--- src/rtl/fifo_uart_tx_if.sv ---
// Bundle of signals between the byte FIFO and the UART transmit stage.
// The FIFO read handshake is a plain strobe. The transmitter raises
// fifo_rd_en for one clk only while fifo_empty is low. The FIFO advances
// at that edge and presents the byte on fifo_dout during the following
// cycle. There is no ready/stall path back from the FIFO.
interface fifo_uart_tx_if;
    logic       fifo_empty;
    logic [7:0] fifo_dout;
    logic       fifo_rd_en;
    logic       tx;
    logic       busy;
    logic       tx_done;

    // Transmitter side: consumes FIFO status/data and drives the line.
    modport master (
        input  fifo_empty,
        input  fifo_dout,
        output fifo_rd_en,
        output tx,
        output busy,
        output tx_done
    );

    // FIFO/environment side.
    modport slave (
        output fifo_empty,
        output fifo_dout,
        input  fifo_rd_en,
        input  tx,
        input  busy,
        input  tx_done
    );
endinterface

--- src/rtl/fifo_uart_tx.sv ---
// UART transmit stage that pulls one byte per frame from a registered-output
// FIFO and sends start, 8 data bits LSB-first, optional parity and stop.
// The FSM state is exported on state_o for observation.
module fifo_uart_tx #(
    parameter int CLKS_PER_BIT = 16,
    parameter int PARITY_EN    = 0,
    parameter int PARITY_ODD   = 0
) (
    input  logic           clk,
    input  logic           rst,
    fifo_uart_tx_if.master uart_io,
    output logic [2:0]     state_o
);

    typedef enum logic [2:0] {
        IDLE   = 3'd0,
        FETCH  = 3'd1,
        WAIT   = 3'd2,
        START  = 3'd3,
        DATA   = 3'd4,
        PARITY = 3'd5,
        STOP   = 3'd6
    } state_t;

    localparam logic [15:0] CNT_LAST = 16'(CLKS_PER_BIT - 1);
    localparam logic        ODD_BIT  = (PARITY_ODD != 0);

    state_t      state_q, state_d;
    logic [15:0] cnt_q,   cnt_d;
    logic [2:0]  bit_q,   bit_d;
    logic [7:0]  shift_q, shift_d;
    logic        par_q,   par_d;
    logic        tx_q,    tx_d;
    logic        done_q,  done_d;
    logic        bit_end;

    assign bit_end = (cnt_q == CNT_LAST);

    // State and datapath registers; reset drives the line idle high at once.
    always_ff @(posedge clk or negedge rst) begin
        if (!rst) begin
            state_q <= IDLE;
            cnt_q   <= '0;
            bit_q   <= '0;
            shift_q <= '0;
            par_q   <= 1'b0;
            tx_q    <= 1'b1;
            done_q  <= 1'b0;
        end else begin
            state_q <= state_d;
            cnt_q   <= cnt_d;
            bit_q   <= bit_d;
            shift_q <= shift_d;
            par_q   <= par_d;
            tx_q    <= tx_d;
            done_q  <= done_d;
        end
    end

    // Next-state logic: tx is computed one cycle ahead so the line is a flop.
    always_comb begin
        state_d = state_q;
        cnt_d   = '0;
        bit_d   = bit_q;
        shift_d = shift_q;
        par_d   = par_q;
        tx_d    = tx_q;
        done_d  = 1'b0;

        unique case (state_q)
            IDLE: begin
                tx_d = 1'b1;
                if (!uart_io.fifo_empty) begin
                    state_d = FETCH;
                end
            end
            FETCH: begin
                state_d = WAIT;
            end
            WAIT: begin
                // Registered FIFO data is valid only in this cycle.
                shift_d = uart_io.fifo_dout;
                par_d   = (^uart_io.fifo_dout) ^ ODD_BIT;
                bit_d   = 3'd0;
                tx_d    = 1'b0;
                state_d = START;
            end
            START: begin
                cnt_d = bit_end ? 16'd0 : cnt_q + 16'd1;
                if (bit_end) begin
                    tx_d    = shift_q[0];
                    state_d = DATA;
                end
            end
            DATA: begin
                cnt_d = bit_end ? 16'd0 : cnt_q + 16'd1;
                if (bit_end) begin
                    if (bit_q == 3'd7) begin
                        if (PARITY_EN != 0) begin
                            tx_d    = par_q;
                            state_d = PARITY;
                        end else begin
                            tx_d    = 1'b1;
                            state_d = STOP;
                        end
                    end else begin
                        bit_d   = bit_q + 3'd1;
                        shift_d = {1'b0, shift_q[7:1]};
                        tx_d    = shift_q[1];
                    end
                end
            end
            PARITY: begin
                cnt_d = bit_end ? 16'd0 : cnt_q + 16'd1;
                if (bit_end) begin
                    tx_d    = 1'b1;
                    state_d = STOP;
                end
            end
            STOP: begin
                cnt_d = bit_end ? 16'd0 : cnt_q + 16'd1;
                if (bit_end) begin
                    done_d  = 1'b1;
                    tx_d    = 1'b1;
                    state_d = uart_io.fifo_empty ? IDLE : FETCH;
                end
            end
            default: begin
                tx_d    = 1'b1;
                state_d = IDLE;
            end
        endcase
    end

    assign uart_io.fifo_rd_en = (state_q == FETCH);
    assign uart_io.busy       = (state_q != IDLE);
    assign uart_io.tx         = tx_q;
    assign uart_io.tx_done    = done_q;
    assign state_o            = state_q;

endmodule

--- src/flat_wrapper.sv ---
// flat-port wrapper written by rule: the top's interface ports become plain ports
module fifo_uart_tx_flat 
#(
    parameter int CLKS_PER_BIT = 16,
    parameter int PARITY_EN    = 0,
    parameter int PARITY_ODD   = 0
)
  (clk, rst, state_o, uart_io_fifo_empty, uart_io_fifo_dout, uart_io_fifo_rd_en, uart_io_tx, uart_io_busy, uart_io_tx_done);
  fifo_uart_tx_if uart_io_i ();
  input  logic clk;
  input  logic rst;
  output logic [2:0] state_o;
  input wire logic [$bits(uart_io_i.fifo_empty)-1:0] uart_io_fifo_empty;
  input wire logic [$bits(uart_io_i.fifo_dout)-1:0] uart_io_fifo_dout;
  output wire logic [$bits(uart_io_i.fifo_rd_en)-1:0] uart_io_fifo_rd_en;
  output wire logic [$bits(uart_io_i.tx)-1:0] uart_io_tx;
  output wire logic [$bits(uart_io_i.busy)-1:0] uart_io_busy;
  output wire logic [$bits(uart_io_i.tx_done)-1:0] uart_io_tx_done;
  assign uart_io_i.fifo_empty = uart_io_fifo_empty;
  assign uart_io_i.fifo_dout = uart_io_fifo_dout;
  assign uart_io_fifo_rd_en = uart_io_i.fifo_rd_en;
  assign uart_io_tx = uart_io_i.tx;
  assign uart_io_busy = uart_io_i.busy;
  assign uart_io_tx_done = uart_io_i.tx_done;
  fifo_uart_tx #(.CLKS_PER_BIT(CLKS_PER_BIT), .PARITY_EN(PARITY_EN), .PARITY_ODD(PARITY_ODD)) u_core (.clk(clk), .rst(rst), .uart_io(uart_io_i), .state_o(state_o));
endmodule
--- config.mk ---
export PLATFORM = sky130hd
export DESIGN_NAME = fifo_uart_tx_flat
export DESIGN_NICKNAME = d
export VERILOG_FILES = /design/src/rtl/fifo_uart_tx_if.sv /design/src/rtl/fifo_uart_tx.sv /design/src/flat_wrapper.sv
export SDC_FILE = /design/constraint.sdc
export NUM_CORES = 1
export LEC_CHECK = 0
export ABC_AREA = 1
export CORE_MARGIN = 2
export CORE_UTILIZATION = 30
export CTS_BUF_LIST = sky130_fd_sc_hd__clkbuf_4
export CTS_CLUSTER_SIZE = 24
export DETAILED_ROUTE_END_ITERATION = 16
export DONT_BUFFER_PORTS = 1
export GPL_ROUTABILITY_DRIVEN = 0
export SKIP_CTS_REPAIR_TIMING = 1
export SKIP_LAST_GASP = 1
export SLEW_MARGIN = 20
export SYNTH_ARGS = -nofsm -noshare
export SYNTH_HDL_FRONTEND = slang
export SYNTH_SLANG_ARGS = --single-unit
--- constraint.sdc ---
create_clock -name clk -period 3 [get_ports clk]
set_input_delay 0.15 -clock clk [delete_from_list [all_inputs] [get_ports clk]]
set_output_delay 0.15 -clock clk [all_outputs]
set_load 0.005 [all_outputs]
==> run summary <==
placed cells: 322
initial antenna violation count: 0
Worst Setup Start Kind: flip-flop
period utilization: 0.5680
sequential cell area: 802.0 µm²
critical path type: reg2reg
FP Rows: 28
clk_lat worst skew: 0.34 ns
clock slew at reported path FFs: 0.09 ns
non-filler cells, final: 332
Initial DRT Pass Iterations: 4
sequential fraction of design power: 0.606
P&R area growth vs syn: 7.843%
RSZ-0062 raised after global routing: no
Routed Antenna Nets: 0
DPL Wire Length: 2.756 mm
Max Root-Sink Buffers: 2
multi-input logic area: 934.6 µm²
Hold Crit Class: in2reg
filler cell count: 664
final net count: 270
Least-Margin Pin Slew: 0.4523 ns
design area: 1996 µm²
asr flop ratio synth: 1.000
WP data required: 3.27 ns
final setup vio count: 0
slew margin rel.: 0.6977
PwrDens: 363.3 nW/µm²
Pleak: 1.039 nW
Final Core Density: 0.3351
H-tree depth: 2
drt total wl: 3.753 mm
P_sw: 160.0 µW
Slew Limit Fails: 0
Clock Sinks: 32
CTS Buf Count: 5
final setup TNS: 0 ns
CORE AREA: 5956 µm²
Synth area leaders: dfrtp_1, nand2_1, nor2_1
Max Cap Viol: 0
Critical Path AT: 1.97 ns
Yosys warning count: 0
most common cell after layout, fill and taps aside: nand2_1
sw frac: 0.2207
Die W: 82.54 µm
Die Ht: 82.54 µm
min Tclk post-route: 1.704 ns
Tot GR Track Use: 0.1292
Port Buf Inserts: 0
Mapped Cells: 251
mean routed wirelength per cell: 11.30 µm
DRC: 0
Post-Syn Nets: 265
Worst Skew: 0.01282 ns
#FFs+latches synth: 32
DR vias/cell: 4.669
io pins: 18
die area: 6813 µm²
initial core utilization: 0.3107
vias in the first global route: 1562
f_max: 586.9 MHz
clock tree root driver cell: clkbuf_4
CP Max Fanout: 14
share of cells above drive strength 1: 0.1089
DR iter-0 viols: 60
Clk pwr share: 0.365
routed via count: 1550
largest net degree at the start of global routing: 33
P_int: 565.0 µW
share of the synthesized area in the top cell type: 0.4192
post-synth cell types: 29
CP endpoint kind: flip-flop
main flop type after synthesis: dfrtp_1
sequential area share after synthesis: 0.4334
status: finished clean
mean post-synth cell area: 7.373 µm²
Mapped Area: 1851 µm²
Post-synth EDFFs: 0
Congestion Overflow GR: 0
maximum VDD drop: 0.1724 mV
first-pass GRT wire length: 6.782 mm
Final Hold Vio Count: 0
DP Area: 1906 µm²
ant diodes: 0
CTS tree: built
cell taking the most area after synthesis: dfrtp_1
Combinational Power Share: 0.030
most frequent cells in the layout: nand2_1, nor2_1, dfrtp_1, nand3_1, inv_1
metal layers:
layer / wire, µm / global-route usage / share of wire
met5: 0 / 0 / 0
met4: 37 / 0.04098 / 0.0099
met3: 131 / 0.04565 / 0.035
met2: 1728 / 0.2048 / 0.46
met1: 1856 / 0.1644 / 0.49
logic make-up after synthesis:
family                     Yosys count  synth area share
AOI/OAI and AO/OA                    9           0.02907
and+or+nand+nor                    177            0.4273
adders and majority gates            3           0.02029
xor gates and xnor gates             6           0.02840
buffers and inverters               24           0.06152
DFF                                 32            0.4334
cells in the mapped netlist (2+ instances only):
| library cell | n |
|---|---|
| xnor2_1 | 3 |
| nand3_1 | 29 |
| a21oi_1 | 2 |
| nor2_1 | 40 |
| xor2_1 | 3 |
| o21ai_0 | 3 |
| o21bai_1 | 2 |
| inv_2 | 3 |
| dfrtp_1 | 31 |
| nor2_4 | 2 |
| nand2_2 | 4 |
| inv_1 | 17 |
| ha_1 | 3 |
| nand3_2 | 3 |
| buf_6 | 3 |
| nand2_1 | 87 |
| or2_2 | 2 |
| nand4_1 | 3 |
cell type report:
type / count / share of cell area
multi-input combinational: 195 / 0.4683
sequential: 32 / 0.4019
tap: 75 / 0.04702
inverter: 20 / 0.03762
clock buffer: 8 / 0.03009
timing repair buffer: 2 / 0.01505
sequential cells by signal, indices dropped and copies added, names as in the netlist:
register	count
u_core.uart_io.tx	1
u_core.bit_q	3
u_core.cnt_q	16
u_core.shift_q	8
u_core.uart_io.tx_done	1
u_core.state_o	3
worst paths after layout:
path	from	to	slack [ns]	depth (start not counted)
max in group asynchronous	rst	u_core.uart_io.tx	2.50	2
max reg2reg	u_core.cnt_q[0]	u_core.shift_q[2]	1.30	7
min reg2reg	u_core.cnt_q[0]	u_core.cnt_q[0]	0.47	1
min in group asynchronous	rst	u_core.cnt_q[10]	0.25	2
min	uart_io_fifo_dout[7]	u_core.shift_q[7]	0.01	4
max	u_core.cnt_q[0]	u_core.shift_q[2]	1.30	7
stage by stage:
step / power (mW) / setup WS, ns / hold slack [ns]
after global routing: 0.7606 / 1.042 / 0.03194
final: 0.7250 / 1.296 / 0.01453
after detailed placement: 0.4571 / 1.279 / -0.1442
after CTS: 0.7279 / 1.250 / -0.5314
after global placement: 0.4570 / 1.325 / -0.1443
after floorplan: 0.4553 / 1.608 / -0.1456
worst max-delay path: stages, from the launching register on:
cell,delay [ns]
dfrtp_1,0.38
ha_1,0.24
nand3_2,0.14
nor2_1,0.20
nand3_2,0.28
nand2_2,0.26
nand2_1,0.08
nand2_1,0.06
power by group through the flow:
| stage | registers (mW) | clock network [mW] | logic (mW) |
|---|---|---|---|
| 6_report | 0.439 | 0.264 | 0.0215 |
| 2_1_floorplan | 0.447 | 0 | 0.00822 |
| 3_3_place_gp | 0.448 | 0 | 0.00935 |
| 5_1_grt | 0.440 | 0.294 | 0.0264 |
| 4_1_cts | 0.439 | 0.279 | 0.00945 |
| 3_5_place_dp | 0.448 | 0 | 0.00946 |
(Power assumes the default switching activity.)
